[config.mk]
export PLATFORM = sky130hd
export DESIGN_NAME = mul_ctrl
export DESIGN_NICKNAME = d
export VERILOG_FILES = /design/src/rtl/mul_pkg.sv /design/src/rtl/mul_sign_fix.sv /design/src/rtl/mul_ctrl.sv
export SDC_FILE = /design/constraint.sdc
export NUM_CORES = 1
export LEC_CHECK = 0
export CORE_MARGIN = 3
export CORE_UTILIZATION = 28
export CTS_BUF_LIST = sky130_fd_sc_hd__clkbuf_16
export CTS_CLUSTER_SIZE = 30
export DETAILED_ROUTE_END_ITERATION = 10
export PLACE_DENSITY = 0.54
export SYNTH_ARGS = -nofsm -noshare
export SYNTH_HDL_FRONTEND = slang
export SYNTH_SLANG_ARGS = --single-unit
[constraint.sdc]
create_clock -name clk_i -period 1.9 [get_ports clk_i]
set_input_delay 0.285 -clock clk_i [delete_from_list [all_inputs] [get_ports clk_i]]
set_output_delay 0.285 -clock clk_i [all_outputs]
set_load 0.03 [all_outputs]
[src/rtl/mul_pkg.sv]
// ---------------------------------------------------------------------------
// mul_pkg
// Shared constants for the RV32M multiply controller.
//   MUL_XLEN        : default operand/result width
//   OP_*            : op_i encodings (funct3[1:0])
//   state_t         : controller FSM state encodings
// Optional feature macro used by mul_ctrl: MUL_FUSE_EN
// ---------------------------------------------------------------------------
package mul_pkg;

   localparam int MUL_XLEN = 32;

   localparam logic [1:0] OP_MUL    = 2'b00;
   localparam logic [1:0] OP_MULH   = 2'b01;
   localparam logic [1:0] OP_MULHSU = 2'b10;
   localparam logic [1:0] OP_MULHU  = 2'b11;

   typedef enum logic [1:0] {
      S_IDLE = 2'd0,
      S_REQ  = 2'd1,
      S_DROP = 2'd2,
      S_RESP = 2'd3
   } state_t;

endpackage

[src/rtl/mul_sign_fix.sv]
// ---------------------------------------------------------------------------
// mul_sign_fix
// Combinational sign correction of an unsigned 2*XLEN product followed by
// hi/lo half selection.
// Ports:
//   prod_i  in  2*XLEN  unsigned magnitude product
//   neg_i   in  1       negate the product (two's complement)
//   hi_i    in  1       1: select upper half, 0: lower half
//   prod_o  out 2*XLEN  signed-corrected product
//   half_o  out XLEN    selected half of prod_o
// ---------------------------------------------------------------------------
module mul_sign_fix
   import mul_pkg::*;
#(
   parameter int XLEN = MUL_XLEN
) (
   input  logic [2*XLEN-1:0] prod_i,
   input  logic              neg_i,
   input  logic              hi_i,
   output logic [2*XLEN-1:0] prod_o,
   output logic [XLEN-1:0]   half_o
);

   assign prod_o = neg_i ? (~prod_i + (2*XLEN)'(1)) : prod_i;
   assign half_o = hi_i ? prod_o[2*XLEN-1:XLEN] : prod_o[XLEN-1:0];

endmodule

[src/rtl/mul_ctrl.sv]
// ---------------------------------------------------------------------------
// mul_ctrl
// RV32M multiply front/back-end between EXE issue and an unsigned shift-add
// multiplier core. Converts operands to magnitudes, holds the core request
// until its done pulse, sign-corrects the product and returns the selected
// half through a valid/ready handshake.
// Ports:
//   clk_i, rst_ni             clock, async active-low reset
//   flush_i                   abandon any in-flight op
//   valid_i/ready_o           op request handshake (ready_o only in S_IDLE)
//   op_i, rs1_i, rs2_i        op select and operands
//   valid_o/ready_i, result_o result handshake and rd value
//   mul_req_o, mul_a_o/b_o    core request level and operand magnitudes
//   mul_ready_i, mul_result_i core done pulse and unsigned product
// Macro MUL_FUSE_EN: keeps a tag of the last core op's operands/signedness
// and its signed product; a matching op skips the core.
// ---------------------------------------------------------------------------
module mul_ctrl
   import mul_pkg::*;
#(
   parameter int XLEN = MUL_XLEN
) (
   input  logic              clk_i,
   input  logic              rst_ni,
   input  logic              flush_i,
   input  logic              valid_i,
   output logic              ready_o,
   input  logic [1:0]        op_i,
   input  logic [XLEN-1:0]   rs1_i,
   input  logic [XLEN-1:0]   rs2_i,
   output logic              valid_o,
   input  logic              ready_i,
   output logic [XLEN-1:0]   result_o,
   output logic              mul_req_o,
   output logic [XLEN-1:0]   mul_a_o,
   output logic [XLEN-1:0]   mul_b_o,
   input  logic              mul_ready_i,
   input  logic [2*XLEN-1:0] mul_result_i
);

   state_t            state_q;
   logic              mul_req_q;
   logic              valid_q;
   logic [XLEN-1:0]   result_q;
   logic [XLEN-1:0]   a_q, b_q;
   logic              neg_q;
   logic [1:0]        op_q;

   // Operand decode for the op presented at the input
   logic              sign_a_d, sign_b_d;
   logic [XLEN-1:0]   a_d, b_d;
   logic              fuse_hit;

   // Shared sign-fix datapath
   logic [2*XLEN-1:0] fix_in;
   logic              fix_neg;
   logic              fix_hi;
   logic [2*XLEN-1:0] fix_prod;
   logic [XLEN-1:0]   fix_half;

   always_comb begin
      sign_a_d = rs1_i[XLEN-1] & ((op_i == OP_MULH) || (op_i == OP_MULHSU));
      sign_b_d = rs2_i[XLEN-1] & (op_i == OP_MULH);
      // 0x8000_0000 negates to itself, which is the correct unsigned magnitude
      a_d = sign_a_d ? (~rs1_i + XLEN'(1)) : rs1_i;
      b_d = sign_b_d ? (~rs2_i + XLEN'(1)) : rs2_i;
   end

`ifdef MUL_FUSE_EN
   logic              tag_vld_q;
   logic [XLEN-1:0]   tag_rs1_q, tag_rs2_q;
   logic              tag_sa_q, tag_sb_q;
   logic [2*XLEN-1:0] tag_prod_q;
   logic              key_sa, key_sb;

   always_comb begin
      // The low half is identical under any signedness, so a MUL looks up
      // as signed x signed: it then pairs with a preceding MULH but never
      // reuses a MULHU/MULHSU product of negative operands.
      key_sa   = (op_i == OP_MUL) ? rs1_i[XLEN-1] : sign_a_d;
      key_sb   = (op_i == OP_MUL) ? rs2_i[XLEN-1] : sign_b_d;
      fuse_hit = tag_vld_q && (rs1_i == tag_rs1_q) && (rs2_i == tag_rs2_q)
                 && (key_sa == tag_sa_q) && (key_sb == tag_sb_q);
   end

   // In S_IDLE the sign-fix unit serves the fuse lookup (stored product is
   // already signed); otherwise it corrects the core product.
   always_comb begin
      if (state_q == S_IDLE) begin
         fix_in  = tag_prod_q;
         fix_neg = 1'b0;
         fix_hi  = (op_i != OP_MUL);
      end else begin
         fix_in  = mul_result_i;
         fix_neg = neg_q;
         fix_hi  = (op_q != OP_MUL);
      end
   end
`else
   logic unused_fix_prod;

   assign fuse_hit        = 1'b0;
   assign fix_in          = mul_result_i;
   assign fix_neg         = neg_q;
   assign fix_hi          = (op_q != OP_MUL);
   assign unused_fix_prod = ^fix_prod;
`endif

   mul_sign_fix #(.XLEN(XLEN)) u_sign_fix (
      .prod_i (fix_in),
      .neg_i  (fix_neg),
      .hi_i   (fix_hi),
      .prod_o (fix_prod),
      .half_o (fix_half)
   );

   always_ff @(posedge clk_i or negedge rst_ni) begin
      if (!rst_ni) begin
         state_q    <= S_IDLE;
         mul_req_q  <= 1'b0;
         valid_q    <= 1'b0;
         result_q   <= '0;
         a_q        <= '0;
         b_q        <= '0;
         neg_q      <= 1'b0;
         op_q       <= OP_MUL;
`ifdef MUL_FUSE_EN
         tag_vld_q  <= 1'b0;
         tag_rs1_q  <= '0;
         tag_rs2_q  <= '0;
         tag_sa_q   <= 1'b0;
         tag_sb_q   <= 1'b0;
         tag_prod_q <= '0;
`endif
      end else if (flush_i) begin
         // Flush wins over everything, including a same-cycle done pulse
         state_q   <= S_IDLE;
         mul_req_q <= 1'b0;
         valid_q   <= 1'b0;
`ifdef MUL_FUSE_EN
         tag_vld_q <= 1'b0;
`endif
      end else begin
         case (state_q)
            S_IDLE: begin
               if (valid_i) begin
                  a_q   <= a_d;
                  b_q   <= b_d;
                  neg_q <= sign_a_d ^ sign_b_d;
                  op_q  <= op_i;
                  if (fuse_hit) begin
                     result_q <= fix_half;
                     valid_q  <= 1'b1;
                     state_q  <= S_RESP;
                  end else begin
                     mul_req_q <= 1'b1;
                     state_q   <= S_REQ;
`ifdef MUL_FUSE_EN
                     // Tag becomes valid only once its product is captured
                     tag_vld_q <= 1'b0;
                     tag_rs1_q <= rs1_i;
                     tag_rs2_q <= rs2_i;
                     tag_sa_q  <= sign_a_d;
                     tag_sb_q  <= sign_b_d;
`endif
                  end
               end
            end
            S_REQ: begin
               if (mul_ready_i) begin
                  result_q  <= fix_half;
                  mul_req_q <= 1'b0;
                  state_q   <= S_DROP;
`ifdef MUL_FUSE_EN
                  tag_prod_q <= fix_prod;
                  tag_vld_q  <= 1'b1;
`endif
               end
            end
            S_DROP: begin
               valid_q <= 1'b1;
               state_q <= S_RESP;
            end
            S_RESP: begin
               if (ready_i) begin
                  valid_q <= 1'b0;
                  state_q <= S_IDLE;
               end
            end
            default: state_q <= S_IDLE;
         endcase
      end
   end

   assign ready_o   = (state_q == S_IDLE);
   assign valid_o   = valid_q;
   assign result_o  = result_q;
   assign mul_req_o = mul_req_q;
   assign mul_a_o   = a_q;
   assign mul_b_o   = b_q;

endmodule

==> results by stage <==
Die:
- The total area inside the core boundary comes to about 24,000 um2.
- The number of standard-cell rows in the floorplan is 57.
- The starting utilization of the core area is 28.6%.
- The number of I/O pins is 235.
- The floorplan die area is about 27,000 um2.
- The die is 164 um tall.
- The floorplan step set the die width to approximately 160 um.

Logic synthesis:
- After synthesis, the largest area contributor takes up 36.9% of total cell area.
- The Yosys step of the flow raised 0 warnings.
- The number of flops mapped to enable cells by yosys is 0.
- The flop and latch count out of synthesis is approximately 100.
- Of all cell types, the one taking the most synthesized area is dfrtp_1.
- The dominant register cell in the synthesized netlist is dfrtp_1.
- The share of the yosys chip area belonging to registers is ~37%.
- After synthesis, the netlist uses 60 different library cells.
- The number of nets produced by synthesis is around 1,000.
- Averaged over all synthesized cells, the footprint is 8.20 um2.
- The cell area after synthesis is approximately 7000 um2.
- Yosys attributes the largest share of cell area to dfrtp_1 37%, xnor2_1 7.0%, o21ai_0 6.9%, nand2_1 6.8%, xor2_1 5.9%.
- The share of flip-flops with an asynchronous set or reset after synthesis is 100%.
- In the synthesized netlist, the number of instances is about 850.

Critical path:
- The cell family contributing the most delay on the critical path is simple AND/OR/NAND/NOR gates.
- Data on the critical path is required at its endpoint by 2.12 ns.
- The kind of start point of the critical path is a primary input.
- On the critical path, the stage with the largest delay is an instance of or4_4.
- Traced cell by cell, the critical path runs through buf_6 -> or4_4 -> or3_4 -> or4_4 -> buf_6 -> nor3_4 -> mux2i_1 -> o221ai_1.
- The data arrival time of the critical path is 2.50 ns.
- Counting both buffers and inverters, the worst setup path holds a total of 2.
- The endpoint kind of the worst setup timing path is a register.
- The classification of the worst setup path is in -> reg.
- The worst-path maximum fanout is 3.
- The worst stage delay on the critical path is around 0.6 ns.

STA:
- Setup slack on the critical path of the routed design comes to -0.377 ns.
- The top achievable clock speed is 0.439 GHz.
- The final-report max-slew violation count is 0.
- The count of endpoints failing hold in the final timing report is 0.
- Clock skew on the completed layout was measured at between 0.008 and 0.009 ns.
- Of the available clock period, the critical path in the final layout requires 120%.
- For the pin with the worst max-slew slack, the measured transition is approximately 0.65 ns.
- The worst relative slew slack is roughly 57%.
- The final count of negative-setup-slack endpoints is 24.
- Setup repair after global routing could not meet its margin everywhere.
- The post-route minimum period is around 2.3 ns.

Global route:
- The initial antenna violation count is 5.
- The first global-routing pass estimated 44,400 um of wire.
- Global routing used 21.1% of the available tracks across all layers.
- The total grt overflow is 0.
- The maximum number of pins on one net before global-route repair is 32.
- The number of global-route vias before repair was approximately 8,300.

Run:
- The tool flagged a number of max-cap violations equal to 0.

Pwr:
- VDD sags by at most between 0.8 and 0.9 mV.
- The cell area power density is between 1000 and 1500 nW/um2.
- The static power due to leakage is 0.00575 uW.

Clock network:
- The root buffer cell is clkbuf_16.
- The total CTS buffers is 9.
- After clock tree synthesis, the clock-pin slew on the worst setup and hold paths is around 0.080 ns.
- The worst-skew pair later-pin latency is ~0.35 ns.
- TritonCTS built the clock tree.
- The number of H-tree levels is 3.
- Counting every sink on the clock net gives just over 100.
- The clock passes through at most 2 buffers.

Routing:
- In the routed layout, each cell is associated on average with a via count of just under 5.
- The number of DRC markers after the initial detailed-route iteration is between 300 and 400.
- The count of nets left with antenna violations once routing finished came out at 0.
- The total iterations of the first detailed-routing run is 5.
- The count of unresolved DRC violations after routing is 0.
- The routed length per placed instance is roughly 17 um.
- The total detailed-routing wirelength is 29,200 um.
- The number of vias in the routed layout is around 8,300.

Cells and area:
- In the final design database the tool counted roughly 1,500 nets.
- The core utilization of the finished layout is between 50% and 60%.
- The top cell types in the final layout, fill and taps aside, are 257 x buf_4, 151 x clkdlybuf4s50_1, 118 x nand2_1.
- The proportion of layout cells with a drive suffix above 1 is approximately 37%.
- The growth of design area from synthesis to finish is 90.3%.
- The total of fill cells in the finished design is 2,264.
- The most frequent standard cell in the layout excluding fill and tap cells is buf_4.

Outcome:
- The checks that failed: negative setup slack.
- The run finished, with violations left.

Worst hold path:
- The min-delay analysis places its worst path in the category in -> reg.

Placement:
- The quantity of I/O buffers inserted on ports is ~230.
- The final weighted congestion in routability-driven placement is 0.913.
- Timing analysis after detailed placement gives a worst setup slack of -1.13 ns.
- The detailed placer's ending HPWL is approximately 22,000 um.
-- cell type report --
| type | count | area, um2 | share of cell area (%) |
|---|---|---|---|
| Clock inverter | 7 | 55.1 | 0.414 |
| Clock buffer | 9 | 225 | 1.70 |
| Multi-Input combinational cell | 683 | 5160 | 38.9 |
| Sequential cell | 103 | 2580 | 19.4 |
| Antenna cell | 2 | 5.00 | 0.0377 |
| Tap cell | 324 | 405 | 3.05 |
| Timing Repair Buffer | 534 | 4760 | 35.9 |
| Inverter | 23 | 86.3 | 0.650 |
-- sequential cells by signal (all words and copies together), names as in the netlist --
register	flops
op_q	2
fix_neg	1
mul_b_o	32
mul_req_o	1
result_o	32
state_q	2
mul_a_o	32
valid_o	1
-- worst paths after layout --
check | start | end | slack [ns] | depth (start not counted)
max | mul_result_i[43] | result_o[29]$_DFFE_PN0P_ | -0.38 | 8
min | mul_result_i[36] | result_o[4]$_DFFE_PN0P_ | 0.27 | 3
max reg2reg | state_q[1]$_DFFE_PN0P_ | result_o[28]$_DFFE_PN0P_ | 0.05 | 7
min reg2reg | result_o[18]$_DFFE_PN0P_ | result_o[18]$_DFFE_PN0P_ | 0.48 | 2
max in group asynchronous | rst_ni | mul_a_o[24]$_DFFE_PN0P_ | 0.85 | 3
min in group asynchronous | rst_ni | result_o[11]$_DFFE_PN0P_ | 0.45 | 2
-- per-layer routing --
metal | part of all wire [%] | GRT usage, %
met5 | 0.16 | 0
met4 | 1.9 | 5.54
met3 | 9.4 | 7.72
met2 | 47 | 34.9
met1 | 42 | 26.0
-- power breakdown --
part	switching (uW)	internal (uW)	total (uW)
Combinational	5310	4100	9410
Clock	934	897	1830
Sequential	623	3230	3850
-- through the flow --
stage                     power (uW)  cell area, um2  instances  hold WS [ns]  TNS [ns]
after global routing           16100           13300       1685         0.285     -6.45
after detailed placement       12900           11800       1612         0.295    -51.23
after floorplan                 8670            7240        851       -0.0106     -5.92
final                          15100           13300       1685         0.271     -4.40
after CTS                      15000           12800       1666         0.259     -3.90
after global placement         12900           11800       1612         0.297    -49.73
-- tightest hold or removal path, stage by stage --
cell and delay, ns:
buf_6 0.09, xor2_1 0.06, o221ai_1 0.15
-- synthesized netlist by cell type, types with 2 or more instances --
| cell | count |
|---|---|
| inv_1 | 22 |
| or4_4 | 2 |
| o31a_1 | 2 |
| o22ai_1 | 6 |
| o41ai_1 | 13 |
| and3_1 | 2 |
| o41a_1 | 2 |
| nor3_1 | 30 |
| nand4b_1 | 3 |
| or4_1 | 13 |
| o21ai_1 | 10 |
| nand4_1 | 5 |
| a211oi_1 | 4 |
| o31ai_1 | 23 |
| nor4_1 | 16 |
| a31oi_1 | 13 |
| a21oi_1 | 50 |
| or3_1 | 12 |
| nand2_1 | 126 |
| a22oi_1 | 7 |
| or2_2 | 6 |
| xor2_1 | 47 |
| a21o_1 | 2 |
| nor2_1 | 63 |
| clkbuf_1 | 34 |
| nor4_2 | 3 |
| mux2i_1 | 11 |
| o21ai_0 | 96 |
| nand3b_1 | 3 |
| buf_1 | 7 |
| nand3_1 | 10 |
| nor3b_1 | 4 |
| dfrtp_1 | 103 |
| nor2b_1 | 4 |
| xnor2_1 | 56 |
| o221ai_1 | 5 |
| ha_1 | 8 |
| nand2b_1 | 6 |
-- logic make-up (layout without fill, tap and decap cells) --
kind of cell,after synthesis,in the layout,synth area share [%]
AOI/OAI and AO/OA,244,244,21.3
and+or+nand+nor,315,315,22.0
DFF,103,103,36.9
muxes,13,13,1.90
adders and majority gates,8,8,1.43
other,0,2,0
xor gates and xnor gates,103,103,12.9
buffers and inverters,65,573,3.60
-- repair_timing --
item	in CTS	in global routing
gates resized for setup	286	146
pin swaps	98	89
buffers inserted	40	17
hold endpoints to repair	28	0
endpoints found under the setup margin	62	69
hold buffers	1	0
Note: power is estimated with default switching activity, not from simulation.
